**src/rtl/bitrev_reorder_ctrl_if.sv**
```systemverilog
// Purpose : valid/ready stream bundle for the bit-reverse reorder controller.
//           Carries the input stream (source -> controller) and the output
//           stream (controller -> FFT core) as one interface.
// Modports: master - sample source / sink side (drives in_*, out_ready)
//           slave  - reorder controller side (drives in_ready, out_*)
// Macro   : BITREV_BYPASS_EN adds the per-frame bypass request line.
interface bitrev_reorder_ctrl_if #(
  parameter int unsigned DATA_W = 8
);
  logic              in_valid;
  logic              in_ready;
  logic [DATA_W-1:0] in_data;
  logic              out_valid;
  logic              out_ready;
  logic [DATA_W-1:0] out_data;
  logic              out_last;
`ifdef BITREV_BYPASS_EN
  logic              bypass;

  modport master (
    output in_valid, in_data, out_ready, bypass,
    input  in_ready, out_valid, out_data, out_last
  );

  modport slave (
    input  in_valid, in_data, out_ready, bypass,
    output in_ready, out_valid, out_data, out_last
  );
`else
  modport master (
    output in_valid, in_data, out_ready,
    input  in_ready, out_valid, out_data, out_last
  );

  modport slave (
    input  in_valid, in_data, out_ready,
    output in_ready, out_valid, out_data, out_last
  );
`endif
endinterface

```
**src/rtl/bitrev_reorder_ctrl.sv**
```systemverilog
// Purpose : ping-pong frame buffer that accepts N=2**ADDR_W samples in natural
//           order and emits each frame in bit-reversed index order. One bank is
//           written while the other is read, giving one sample/cycle each side.
// Ports   : clk    - clock, all state on posedge
//           rst_n  - asynchronous active-low reset
//           io_bus - stream bundle (slave modport): in_valid/in_ready/in_data,
//                    out_valid/out_ready/out_data/out_last
// Macro   : BITREV_BYPASS_EN - adds io_bus.bypass; a frame captured with
//           bypass=1 is read back in natural order.
module bitrev_reorder_ctrl #(
  parameter int unsigned ADDR_W = 3,
  parameter int unsigned DATA_W = 8
) (
  input  logic                 clk,
  input  logic                 rst_n,
  bitrev_reorder_ctrl_if.slave io_bus
);

  localparam int unsigned         N      = 1 << ADDR_W;
  localparam logic [ADDR_W-1:0]   CNT_LAST = ADDR_W'(N - 1);

  logic [DATA_W-1:0] r_mem [2][N];
  logic [1:0]        r_full;
  logic              r_wr_bank;
  logic              r_rd_bank;
  logic [ADDR_W-1:0] r_wr_cnt;
  logic [ADDR_W-1:0] r_rd_cnt;

  logic              w_in_acc;
  logic              w_out_acc;
  logic              w_wr_wrap;
  logic              w_rd_wrap;
  logic [ADDR_W-1:0] w_rev_cnt;
  logic [ADDR_W-1:0] w_rd_addr;

  // Handshake decode; both ready/valid come straight from registers.
  assign w_in_acc  = io_bus.in_valid & ~r_full[r_wr_bank];
  assign w_out_acc = r_full[r_rd_bank] & io_bus.out_ready;
  assign w_wr_wrap = (r_wr_cnt == CNT_LAST);
  assign w_rd_wrap = (r_rd_cnt == CNT_LAST);

  // Bit-reversed read index.
  always_comb begin
    w_rev_cnt = '0;
    for (int i = 0; i < ADDR_W; i++) begin
      w_rev_cnt[ADDR_W-1-i] = r_rd_cnt[i];
    end
  end

`ifdef BITREV_BYPASS_EN
  logic [1:0] r_byp;

  // Mode flag latched with the first sample of each frame, per bank.
  always_ff @(posedge clk or negedge rst_n) begin
    if (!rst_n) begin
      r_byp <= '0;
    end else if (w_in_acc && (r_wr_cnt == '0)) begin
      r_byp[r_wr_bank] <= io_bus.bypass;
    end
  end

  assign w_rd_addr = r_byp[r_rd_bank] ? r_rd_cnt : w_rev_cnt;
`else
  assign w_rd_addr = w_rev_cnt;
`endif

  // Sample storage; contents are don't-care until written, so no reset.
  always_ff @(posedge clk) begin
    if (w_in_acc) begin
      r_mem[r_wr_bank][r_wr_cnt] <= io_bus.in_data;
    end
  end

  // Bank/counter bookkeeping. A set and a clear in the same cycle always hit
  // different banks, so both per-bit updates stand.
  always_ff @(posedge clk or negedge rst_n) begin
    if (!rst_n) begin
      r_full    <= '0;
      r_wr_bank <= 1'b0;
      r_rd_bank <= 1'b0;
      r_wr_cnt  <= '0;
      r_rd_cnt  <= '0;
    end else begin
      if (w_in_acc) begin
        r_wr_cnt <= r_wr_cnt + ADDR_W'(1);
        if (w_wr_wrap) begin
          r_full[r_wr_bank] <= 1'b1;
          r_wr_bank         <= ~r_wr_bank;
        end
      end
      if (w_out_acc) begin
        r_rd_cnt <= r_rd_cnt + ADDR_W'(1);
        if (w_rd_wrap) begin
          r_full[r_rd_bank] <= 1'b0;
          r_rd_bank         <= ~r_rd_bank;
        end
      end
    end
  end

  assign io_bus.in_ready  = ~r_full[r_wr_bank];
  assign io_bus.out_valid = r_full[r_rd_bank];
  assign io_bus.out_last  = r_full[r_rd_bank] & w_rd_wrap;
  assign io_bus.out_data  = r_mem[r_rd_bank][w_rd_addr];

endmodule

```
**src/flat_wrapper.sv**
```systemverilog
// flat-port wrapper written by rule: the top's interface ports become plain ports
module bitrev_reorder_ctrl_flat 
#(
  parameter int unsigned ADDR_W = 3,
  parameter int unsigned DATA_W = 8
)
  (clk, rst_n, io_bus_in_valid, io_bus_in_data, io_bus_out_ready, io_bus_in_ready, io_bus_out_valid, io_bus_out_data, io_bus_out_last);
  bitrev_reorder_ctrl_if #(.DATA_W(DATA_W)) io_bus_i ();
  input  logic clk;
  input  logic rst_n;
  input wire logic [$bits(io_bus_i.in_valid)-1:0] io_bus_in_valid;
  input wire logic [$bits(io_bus_i.in_data)-1:0] io_bus_in_data;
  input wire logic [$bits(io_bus_i.out_ready)-1:0] io_bus_out_ready;
  output wire logic [$bits(io_bus_i.in_ready)-1:0] io_bus_in_ready;
  output wire logic [$bits(io_bus_i.out_valid)-1:0] io_bus_out_valid;
  output wire logic [$bits(io_bus_i.out_data)-1:0] io_bus_out_data;
  output wire logic [$bits(io_bus_i.out_last)-1:0] io_bus_out_last;
  assign io_bus_i.in_valid = io_bus_in_valid;
  assign io_bus_i.in_data = io_bus_in_data;
  assign io_bus_i.out_ready = io_bus_out_ready;
  assign io_bus_in_ready = io_bus_i.in_ready;
  assign io_bus_out_valid = io_bus_i.out_valid;
  assign io_bus_out_data = io_bus_i.out_data;
  assign io_bus_out_last = io_bus_i.out_last;
  bitrev_reorder_ctrl #(.ADDR_W(ADDR_W), .DATA_W(DATA_W)) u_core (.clk(clk), .rst_n(rst_n), .io_bus(io_bus_i));
endmodule
```
**config.mk**
```make
export PLATFORM = sky130hd
export DESIGN_NAME = bitrev_reorder_ctrl_flat
export DESIGN_NICKNAME = d
export VERILOG_FILES = /design/src/rtl/bitrev_reorder_ctrl_if.sv /design/src/rtl/bitrev_reorder_ctrl.sv /design/src/flat_wrapper.sv
export SDC_FILE = /design/constraint.sdc
export NUM_CORES = 1
export LEC_CHECK = 0
export ABC_AREA = 1
export BUFFER_PORTS_ARGS = -buffer_cell sky130_fd_sc_hd__buf_2
export CAP_MARGIN = 30
export CORE_MARGIN = 5
export CORE_UTILIZATION = 45
export CTS_BUF_LIST = sky130_fd_sc_hd__clkbuf_4 sky130_fd_sc_hd__clkbuf_8
export DETAILED_ROUTE_END_ITERATION = 6
export GPL_TIMING_DRIVEN = 0
export SETUP_SLACK_MARGIN = 0.02
export SYNTH_ARGS = -nofsm -noshare
export SYNTH_HDL_FRONTEND = slang
export SYNTH_SLANG_ARGS = --single-unit
```
**constraint.sdc**
```tcl
create_clock -name clk -period 2.4 [get_ports clk]
set_input_delay 0.6 -clock clk [delete_from_list [all_inputs] [get_ports clk]]
set_output_delay 0.6 -clock clk [all_outputs]
set_load 0.05 [all_outputs]
```
==> results of run 1 <==
==> layer usage <==
layer / up-vias / track usage / share of wire
met5: - / 0 / 0
met4: 0 / 0.0662 / 0.021
met3: 24 / 0.0357 / 0.065
met2: 142 / 0.323 / 0.50
met1: 2029 / 0.257 / 0.42
li1: 2041 / - / -
==> repair_timing <==
item                                    in CTS  in global routing
endpoints found under the setup margin       8                  8
pin swaps                                    9                 41
gates cloned                                 2                  5
gates resized for setup                     97                 83
hold buffers                                 0                  0
buffers inserted                             3                  0
==> cells in the final DEF (no fill, tap or decap) <==
master / netlist / final
sky130_fd_sc_hd__nand3_2: 0 / 67
sky130_fd_sc_hd__clkinv_4: 0 / 1
sky130_fd_sc_hd__clkinv_1: 2 / 1
sky130_fd_sc_hd__nor2_2: 3 / 3
sky130_fd_sc_hd__clkinvlp_4: 0 / 5
sky130_fd_sc_hd__nor2_1: 26 / 26
sky130_fd_sc_hd__bufinv_16: 0 / 3
sky130_fd_sc_hd__clkinv_2: 0 / 4
sky130_fd_sc_hd__o21ai_0: 3 / 3
sky130_fd_sc_hd__xor2_1: 3 / 3
sky130_fd_sc_hd__buf_16: 0 / 1
sky130_fd_sc_hd__a31o_2: 2 / 2
sky130_fd_sc_hd__clkbuf_1: 3 / 1
sky130_fd_sc_hd__edfxtp_1: 128 / 128
sky130_fd_sc_hd__inv_2: 2 / 1
sky130_fd_sc_hd__clkbuf_8: 0 / 17
sky130_fd_sc_hd__nand2_4: 0 / 2
sky130_fd_sc_hd__buf_6: 8 / 9
sky130_fd_sc_hd__a21oi_1: 2 / 2
sky130_fd_sc_hd__o21ai_2: 1 / 1
sky130_fd_sc_hd__buf_2: 10 / 19
sky130_fd_sc_hd__buf_8: 0 / 9
sky130_fd_sc_hd__clkbuf_4: 0 / 4
sky130_fd_sc_hd__dfrtp_1: 10 / 10
sky130_fd_sc_hd__nand2_2: 0 / 30
sky130_fd_sc_hd__nand2_1: 188 / 156
sky130_fd_sc_hd__inv_1: 108 / 107
sky130_fd_sc_hd__clkbuf_16: 0 / 5
sky130_fd_sc_hd__inv_8: 0 / 1
sky130_fd_sc_hd__nand3_4: 0 / 2
sky130_fd_sc_hd__ha_1: 4 / 4
sky130_fd_sc_hd__buf_12: 0 / 8
sky130_fd_sc_hd__nand3_1: 96 / 27
sky130_fd_sc_hd__buf_4: 5 / 5
sky130_fd_sc_hd__inv_4: 0 / 2
==> cell families (layout without fill, tap and decap cells) <==
logic type,count (synthesis),count (layout),synth area share
xor gates and xnor gates,3,3,0.00428
and+or+nand+nor,313,313,0.212
DFF,138,138,0.667
buffers and inverters,140,203,0.100
adders and majority gates,4,4,0.00815
AOI/OAI and AO/OA,8,8,0.00835
==> area by class of cell <==
| type | count | area [sq um] |
|---|---|---|
| plain buffers | 28 | 335 |
| flip-flops and latches | 138 | 4090 |
| well taps | 176 | 220 |
| fillers | 1098 | 5560 |
| multi-input cells | 328 | 1880 |
| clock buffers | 19 | 249 |
| inverters | 112 | 437 |
| repair buffers | 31 | 365 |
| clock inverters | 13 | 153 |
==> worst register-to-register path: cells and delay by family, from the launching register on <==
family / cells / cell delay, ns
DFF: 1 / 0.38
and+or+nand+nor: 6 / 1.18
buffers and inverters: 2 / 0.24
==> registers in the layout, summed over array words and instances, names as in the netlist <==
register / flops
u_core.r_rd_bank: 1
u_core.r_rd_cnt: 3
u_core.r_full: 2
u_core.r_mem: 128
u_core.r_wr_bank: 1
u_core.r_wr_cnt: 3
==> cells in the mapped netlist, drive strengths merged <==
library cell,number,area (sq um)
nor2,29,116
a31o,2,17.5
a21oi,2,10.0
edfxtp,128,3840
clkinv,2,7.51
nand2,188,706
buf,25,185
xor2,3,26.3
inv,110,413
ha,4,50.1
o21ai,4,23.8
clkbuf,3,11.3
nand3,96,480
dfrtp,10,250
==> power breakdown <==
group / leakage, uW / internal [uW] / switching, uW
Clock: 0.000196 / 1040 / 880
Sequential: 0.00127 / 2850 / 90.6
Combinational: 0.00187 / 1800 / 2950
Total: 0.00333 / 5690 / 3920
==> worst paths after layout <==
path / start / endpoint / slack [ns] / depth (start not counted)
min in group clk: io_bus_in_valid / u_core.r_full[1] / 0.54 / 4
setup / recovery: u_core.r_rd_bank / io_bus_out_data[5] / -0.12 / 9
setup reg to reg: u_core.r_wr_bank / u_core.r_mem[0][61] / 0.25 / 8
max in group asynchronous: rst_n / u_core.r_rd_bank / 2.18 / 1
hold / removal: rst_n / u_core.r_full[1] / 0.01 / 1
hold reg to reg: u_core.r_wr_cnt[0] / u_core.r_wr_cnt[0] / 0.57 / 1
==> stage by stage <==
| step | hold slack, ns | cell area, sq um | setup slack (ns) | setup TNS [ns] | total power, uW |
|---|---|---|---|---|---|
| 2_1_floorplan | 0.304 | 6140 | 0.0721 | 0 | 5290 |
| 3_3_place_gp | 0.475 | 6470 | 0.0223 | 0 | 6230 |
| 3_5_place_dp | 0.480 | 6470 | 0.0261 | 0 | 6260 |
| 4_1_cts | 0.00396 | 7300 | -0.105 | -0.695 | 8990 |
| 5_1_grt | 0.0138 | 7730 | -0.204 | -1.37 | 10000 |
| 6_report | 0.0146 | 7730 | -0.118 | -0.743 | 9610 |
==> flow_summary.toml, run 1 <==
[setup_path]
crit_required_ns = 1.80
timing.critical_path.cells = "buf_6 -> buf_12 -> buf_12 -> nand2_1 -> nand3_2 -> nand3_2 -> nand3_2 -> nand2_2 -> buf_8"
critical_path.max_fanout = 10
cp.buffers_inverters = 4
slowest_stage = "sky130_fd_sc_hd__dfrtp_1"
critical_path.most_common_cell = "sky130_fd_sc_hd__nand3_2"
cp.arrival_ns = 1.92
cp_slowest_stage_delay_ns = 0.38
crit_path_end_kind = "output pin"
timing.critical_path.from_type = "register"
crit_type = "reg2out"
worst_path_dominant_cell_family = "buffers and inverters"

[synth]
synth_seq_area_share = 0.667
unique_masters_post_synth = 20
synth.net_count = 622
synth_seq_cells = 138
postSynthAreaPerCell_sq_um = 10.1
synth.cell_area_sq_mm = 0.00614
synth.yosys.warnings = 0
gate_count_of_the_mapped_netlist = 606

[cts]
ctsRootBufferMaster = "sky130_fd_sc_hd__clkbuf_8"
tritoncts_sink_count = 138
insertion_delay_ns = 0.45
cts.path.max_buffers = 2
htree_num_levels = 4
number_of_buffers_created_by_cts = 17
cts_tree = "yes"
cts.reportedPaths.clkPinSlew_ns = 0.07

[final_layout]
final_cells = 845
finish.net_count = 672
final_layout_size_suffix_gt1_frac = 0.300
area_growth_syn_to_layout_pct = 25.9
antenna_cells = 0
postLayoutCoreUtil = 0.582

[timing]
finalCritPeriodShare = 1.05
report.final.hold_viol_count = 0
layout_setup_ws_ns = -0.118
timing.final.setup_violations = 8
timing.max_slew.rel_slack = 0.448
fmaxAchievable_ghz = 0.397
max_slew.worst_pin.slew_ns = 0.825
rsz_0062_raised_after_global_routing = "true"
fin_skew_ns = 0.0128
count_of_pins_over_their_slew_limit = 0
post-route-min-period_ns = 2.52

[routing]
final_antenna_net_count = 0
postRouteWirelength_um = 15700
initialDrtViolationCount = 341
wire_per_inst_um = 18.6
drc_errors = 0
drt_pre_antenna_iters = 5
via_count = 4236
drt-vias-per-instance = 5.01

[global_route]
first_global_vias = 4099
antenna_violations_before_repair = 0
grt_max_degree = 17
gr-usage-all-layers = 0.194
grt_pass1_wl_um = 23000
global_route.overflow_total = 0

[hold_path]
timing.hold.worst.class = "in2async"

[placed_design]
post-place-cells = 804
routabilityCongestion = 0.849
io_buffer_count = 22
dp.final_hpwl_um = 9710

[floorplan]
initial_utilization = 0.462
die_h_um = 127
design.die.area_sq_mm = 0.0161
core_area_sq_mm = 0.0133
top_ports = 23
die_w_um = 127
row_count = 42

[pwr]
leakage_power_figure_uw = 0.00333
cellPowerDensity_mw_per_mm2 = 1240
ir_drop_v = 0.000794

[flow_run]
maxCapViolCount = 0

[status]
violations = "setup timing"
run_status = "complete, but fails checks"
Power figures use the tool's default switching activity.
==> run 2, diff against run 1 <==
--- a/config.mk
+++ b/config.mk
@@ -6,14 +6,16 @@
 export NUM_CORES = 1
 export LEC_CHECK = 0
 export ABC_AREA = 1
+export ABC_CLOCK_PERIOD_IN_PS = 2400
 export BUFFER_PORTS_ARGS = -buffer_cell sky130_fd_sc_hd__buf_2
-export CAP_MARGIN = 30
+export CAP_MARGIN = 20
 export CORE_MARGIN = 5
 export CORE_UTILIZATION = 45
 export CTS_BUF_LIST = sky130_fd_sc_hd__clkbuf_4 sky130_fd_sc_hd__clkbuf_8
 export DETAILED_ROUTE_END_ITERATION = 6
 export GPL_TIMING_DRIVEN = 0
 export SETUP_SLACK_MARGIN = 0.02
+export SKIP_CTS_REPAIR_TIMING = 1
 export SYNTH_ARGS = -nofsm -noshare
 export SYNTH_HDL_FRONTEND = slang
 export SYNTH_SLANG_ARGS = --single-unit
==> run 2 against run 1 <==
The flow still finishes with violations (setup timing). Combinational power shrank 5.7%. Register-to-register slack is essentially flat. Non-clock buffer count grew 2. Cell count grew 0.24%. Critical path depth grew 1. Die area is the same.
==> flow_summary.toml, run 2 (synthesis results as in run 1) <==
[pwr]
cellPowerDensity_mw_per_mm2 = 1230
fin_total_pwr_uw = 9330
ir_drop_v = 0.000812
leakage_power_figure_uw = 0.00329

[global_route]
grt_pass1_wl_um = 22400
antenna_violations_before_repair = 0
grt_max_degree = 17
global_route.overflow_total = 0
first_global_vias = 3990
gr-usage-all-layers = 0.189

[final_layout]
antenna_cells = 0
mostFrequentLayoutCells = "sky130_fd_sc_hd__nand2_1, sky130_fd_sc_hd__edfxtp_1, sky130_fd_sc_hd__inv_1"
finish.net_count = 674
flip_flop_count_of_the_largest_register_after_layout = 128
layout_commonest_cell = "sky130_fd_sc_hd__nand2_1"
fill_cells = 1118
largest_registers = "u_core.r_mem x128, u_core.r_rd_cnt x3, u_core.r_wr_cnt x3"
top_register = "u_core.r_mem"
area_growth_syn_to_layout_pct = 23.1
postLayoutCoreUtil = 0.569
final_layout_size_suffix_gt1_frac = 0.238

[timing]
finalCritPeriodShare = 1.06
max_slew.worst_pin.slew_ns = 0.812
report.final.hold_viol_count = 0
timing.max_slew.rel_slack = 0.457
post-route-min-period_ns = 2.54
timing.final.setup_violations = 8
fin_skew_ns = 0.0104
count_of_pins_over_their_slew_limit = 0
final.hold.worst_slack_ns = 0.0176
fmaxAchievable_ghz = 0.394
layout_setup_ws_ns = -0.135
rsz_0062_raised_after_global_routing = "true"

[setup_path]
cp_slowest_stage_delay_ns = 0.37
timing.critical_path.from_type = "register"
cp.buffers_inverters = 5
crit_path_end_kind = "output pin"
cp.arrival_ns = 1.94
critical_path.most_common_cell = "sky130_fd_sc_hd__nand3_1"
crit_type = "reg2out"
r2r_end = "u_core.r_mem[0][55]"
crit_required_ns = 1.80
regToRegSetupSlack_ns = 0.25
worst_r2r_startpoint = "u_core.r_wr_bank"
timing.critical_path.cells = "buf_6 -> inv_8 -> buf_12 -> clkbuf_16 -> nand2_1 -> nand3_1 -> nand3_1 -> nand3_1 -> nand2_2 -> buf_8"
reg2regPathDepth = 8
critical_path.max_fanout = 6
worst_path_dominant_cell_family = "buffers and inverters"
slowest_stage = "sky130_fd_sc_hd__dfrtp_1"

[routing]
drt_pre_antenna_iters = 4
initialDrtViolationCount = 413
wire_per_inst_um = 18.0
final_antenna_net_count = 0
via_count = 4248
drc_errors = 0
drt-vias-per-instance = 5.02
postRouteWirelength_um = 15300

[floorplan]
initial_utilization = 0.462
die_h_um = 127
design.die.area_sq_mm = 0.0161
core_area_sq_mm = 0.0133
row_count = 42
top_ports = 23
die_w_um = 127

[cts]
cts_tree = "yes"
ctsRootBufferMaster = "sky130_fd_sc_hd__clkbuf_8"
tritoncts_sink_count = 138
cts.reportedPaths.clkPinSlew_ns = 0.07
cts.path.max_buffers = 2
htree_num_levels = 4
insertion_delay_ns = 0.45
number_of_buffers_created_by_cts = 17

[flow_run]
maxCapViolCount = 0

[hold_path]
timing.hold.worst.class = "in2async"

[placed_design]
dp.final_hpwl_um = 9710
io_buffer_count = 22
routabilityCongestion = 0.849

[status]
violations = "setup timing"
run_status = "complete, but fails checks"
## run 2: layout make-up
| cell class | count | area (sq um) | share of cell area |
|---|---|---|---|
| Tap cell | 176 | 220 | 0.0291 |
| Clock buffer | 19 | 249 | 0.0329 |
| Clock inverter | 13 | 153 | 0.0202 |
| Buffer | 28 | 327 | 0.0432 |
| Timing Repair Buffer | 33 | 380 | 0.0503 |
| Multi-Input combinational cell | 328 | 1700 | 0.225 |
| Sequential cell | 138 | 4090 | 0.542 |
| Inverter | 112 | 438 | 0.0579 |
## run 2: power breakdown
group          leakage (uW)  internal, uW  switching, uW
sequential          0.00127          2850           88.8
clock              0.000196          1040            881
combinational       0.00182          1700           2780
## run 2: per-layer routing
layer | GRT usage | vias to the layer above | share of wire
li1 | - | 2049 | -
met1 | 0.247 | 2034 | 0.43
met2 | 0.312 | 140 | 0.49
met3 | 0.0420 | 25 | 0.058
met4 | 0.0694 | 0 | 0.025
met5 | 0 | - | 0
## run 2: metrics by stage
stage               setup WS [ns]  cells  TNS, ns  instance area, sq um
floorplan                  0.0721    606        0                  6140
detailed placement         0.0261    804        0                  6470
global placement           0.0223    804        0                  6470
global route               -0.217    847    -1.50                  7560
finish                     -0.135    847   -0.782                  7560
CTS                        -0.457    836    -3.46                  6870
## run 2: how the worst max path moves through the flow
stage                       start                 end  slack (ns)  cells past startpoint
2_1_floorplan    u_core.r_rd_bank     io_bus_out_last        0.07                      4
3_3_place_gp   u_core.r_rd_cnt[2]  io_bus_out_data[5]        0.02                      8
3_5_place_dp   u_core.r_rd_cnt[2]  io_bus_out_data[5]        0.03                      8
4_1_cts        u_core.r_rd_cnt[2]  io_bus_out_data[5]       -0.46                      8
5_1_grt          u_core.r_rd_bank  io_bus_out_data[0]       -0.22                     10
6_report         u_core.r_rd_bank  io_bus_out_data[4]       -0.14                     10
==> run 3, diff against run 2 <==
==> constraint.sdc (replaced) <==
create_clock -name clk -period 2.4 [get_ports clk]
set_input_delay 0.6 -clock clk [delete_from_list [all_inputs] [get_ports clk]]
set_output_delay 0.6 -clock clk [all_outputs]
set_load 0.005 [all_outputs]
==> run 3 against run 2 <==
The run still ends with setup timing left. Worst hold slack got worse by 0.0024 ns. Setup slack gained 0.073 ns. Fmax grew 2.9%. Register-to-register slack barely moved. Final area down 0.53%. Global-route usage is the same. Total power down 8.6%. Sequential power about the same. Non-clock buffer count did not move. First-iteration DRC count down 21%. Critical path type unchanged.
==> flow_summary.toml, run 3 (synthesis results as in run 1) <==
[setup_path]
crit_path_end_kind = "output pin"
timing.critical_path.from_type = "register"
cp.arrival_ns = 1.86
crit_type = "reg2out"
crit_required_ns = 1.80
critical_path.max_fanout = 6

[global_route]
first_global_vias = 3990
grt_pass1_wl_um = 22400
grt_max_degree = 17
antenna_violations_before_repair = 0
gr-usage-all-layers = 0.189
global_route.overflow_total = 0

[final_layout]
fill_cells = 1125
area_growth_syn_to_layout_pct = 22.4
layout_commonest_cell = "sky130_fd_sc_hd__nand2_1"
mostFrequentLayoutCells = "sky130_fd_sc_hd__nand2_1, sky130_fd_sc_hd__edfxtp_1, sky130_fd_sc_hd__inv_1"
largest_registers = "u_core.r_mem x128, u_core.r_rd_cnt x3, u_core.r_wr_cnt x3"
layout.area.seq_sq_mm = 0.00409
final_area_sq_mm = 0.00752
postLayoutCoreUtil = 0.566
flip_flop_count_of_the_largest_register_after_layout = 128
finish.net_count = 674
multiInputGateArea_sq_mm = 0.00173
final_layout_size_suffix_gt1_frac = 0.250
antenna_cells = 0
final_cells = 847
top_register = "u_core.r_mem"

[cts]
cts.path.max_buffers = 2
cts_tree = "yes"
ctsRootBufferMaster = "sky130_fd_sc_hd__clkbuf_8"
htree_num_levels = 4
tritoncts_sink_count = 138
insertion_delay_ns = 0.45
number_of_buffers_created_by_cts = 17
cts.reportedPaths.clkPinSlew_ns = 0.07

[floorplan]
top_ports = 23
initial_utilization = 0.462
core_area_sq_mm = 0.0133
die_h_um = 127
die_w_um = 127
row_count = 42
design.die.area_sq_mm = 0.0161

[placed_design]
post-place-cells = 804
dp.final_hpwl_um = 9710
routabilityCongestion = 0.849
post_dp_cell_area_sq_mm = 0.00647
io_buffer_count = 22

[flow_run]
maxCapViolCount = 0

[routing]
final_antenna_net_count = 0
wire_per_inst_um = 18.1
drt-vias-per-instance = 4.99
via_count = 4224
drt_pre_antenna_iters = 4
initialDrtViolationCount = 325
drc_errors = 0
postRouteWirelength_um = 15300

[timing]
setup_total_negative_slack_ns = -0.343
max_slew.worst_pin.slew_ns = 0.832
fmaxAchievable_ghz = 0.406
post-route-min-period_ns = 2.46
timing.final.setup_violations = 8
report.final.hold_viol_count = 0
rsz_0062_raised_after_global_routing = "true"
finalCritPeriodShare = 1.03
fin_skew_ns = 0.0115
layout_setup_ws_ns = -0.0626
count_of_pins_over_their_slew_limit = 0
timing.max_slew.rel_slack = 0.443

[hold_path]
timing.hold.worst.class = "in2async"

[pwr]
leakage_power_figure_uw = 0.00327
fin_total_pwr_uw = 8540
ir_drop_v = 0.000604
cellPowerDensity_mw_per_mm2 = 1140

[status]
run_status = "complete, but fails checks"
violations = "setup timing"
## run 3: path summary, 6_finish.rpt
check,cells after the start,slack (ns),start,to
worst min-delay path,1,0.02,rst_n,u_core.r_full[1]
max in group asynchronous,1,2.18,rst_n,u_core.r_rd_bank
worst min register to register,1,0.57,u_core.r_wr_cnt[0],u_core.r_wr_cnt[0]
worst max-delay path,10,-0.06,u_core.r_rd_bank,io_bus_out_data[4]
worst max register to register,8,0.24,u_core.r_wr_bank,u_core.r_mem[0][55]
min in group clk,4,0.54,io_bus_in_valid,u_core.r_full[1]
## run 3: per-stage QoR
step	setup slack [ns]	hold WS [ns]
after floorplan	0.659	0.304
after global placement	0.173	0.475
after detailed placement	0.176	0.480
after CTS	-0.307	0.00396
after global routing	-0.143	0.0138
final	-0.0626	0.0152
## run 3: power by group
group,internal [uW],leakage [uW],switching [uW],total [uW]
Clock,1040,0.000196,879,1920
Combinational,1490,0.00180,2190,3680
Sequential,2850,0.00127,89.5,2940
## run 3: worst max-delay path, cell delays in order (launching register included)
cell	delay (ns)
sky130_fd_sc_hd__dfrtp_1	0.37
sky130_fd_sc_hd__buf_6	0.14
sky130_fd_sc_hd__inv_8	0.08
sky130_fd_sc_hd__buf_12	0.15
sky130_fd_sc_hd__clkbuf_16	0.15
sky130_fd_sc_hd__nand2_1	0.05
sky130_fd_sc_hd__nand3_1	0.09
sky130_fd_sc_hd__nand3_1	0.10
sky130_fd_sc_hd__nand3_2	0.11
sky130_fd_sc_hd__nand2_2	0.05
sky130_fd_sc_hd__buf_2	0.12
## run 3: area by class of cell
type                       count  share of cell area
clock inverter                13              0.0203
tap                          176              0.0293
sequential                   138               0.545
clock buffer                  19              0.0331
timing repair buffer          33              0.0428
buffer                        28              0.0416
inverter                     112              0.0582
multi-input combinational    328               0.230
## run 3: metal layers
layer | GRT usage | vias up | wire length [um]
li1 | - | 2045 | -
met2 | 0.312 | 122 | 7530
met1 | 0.247 | 2030 | 6480
met5 | 0 | - | 0
met3 | 0.0420 | 27 | 928
met4 | 0.0694 | 0 | 355
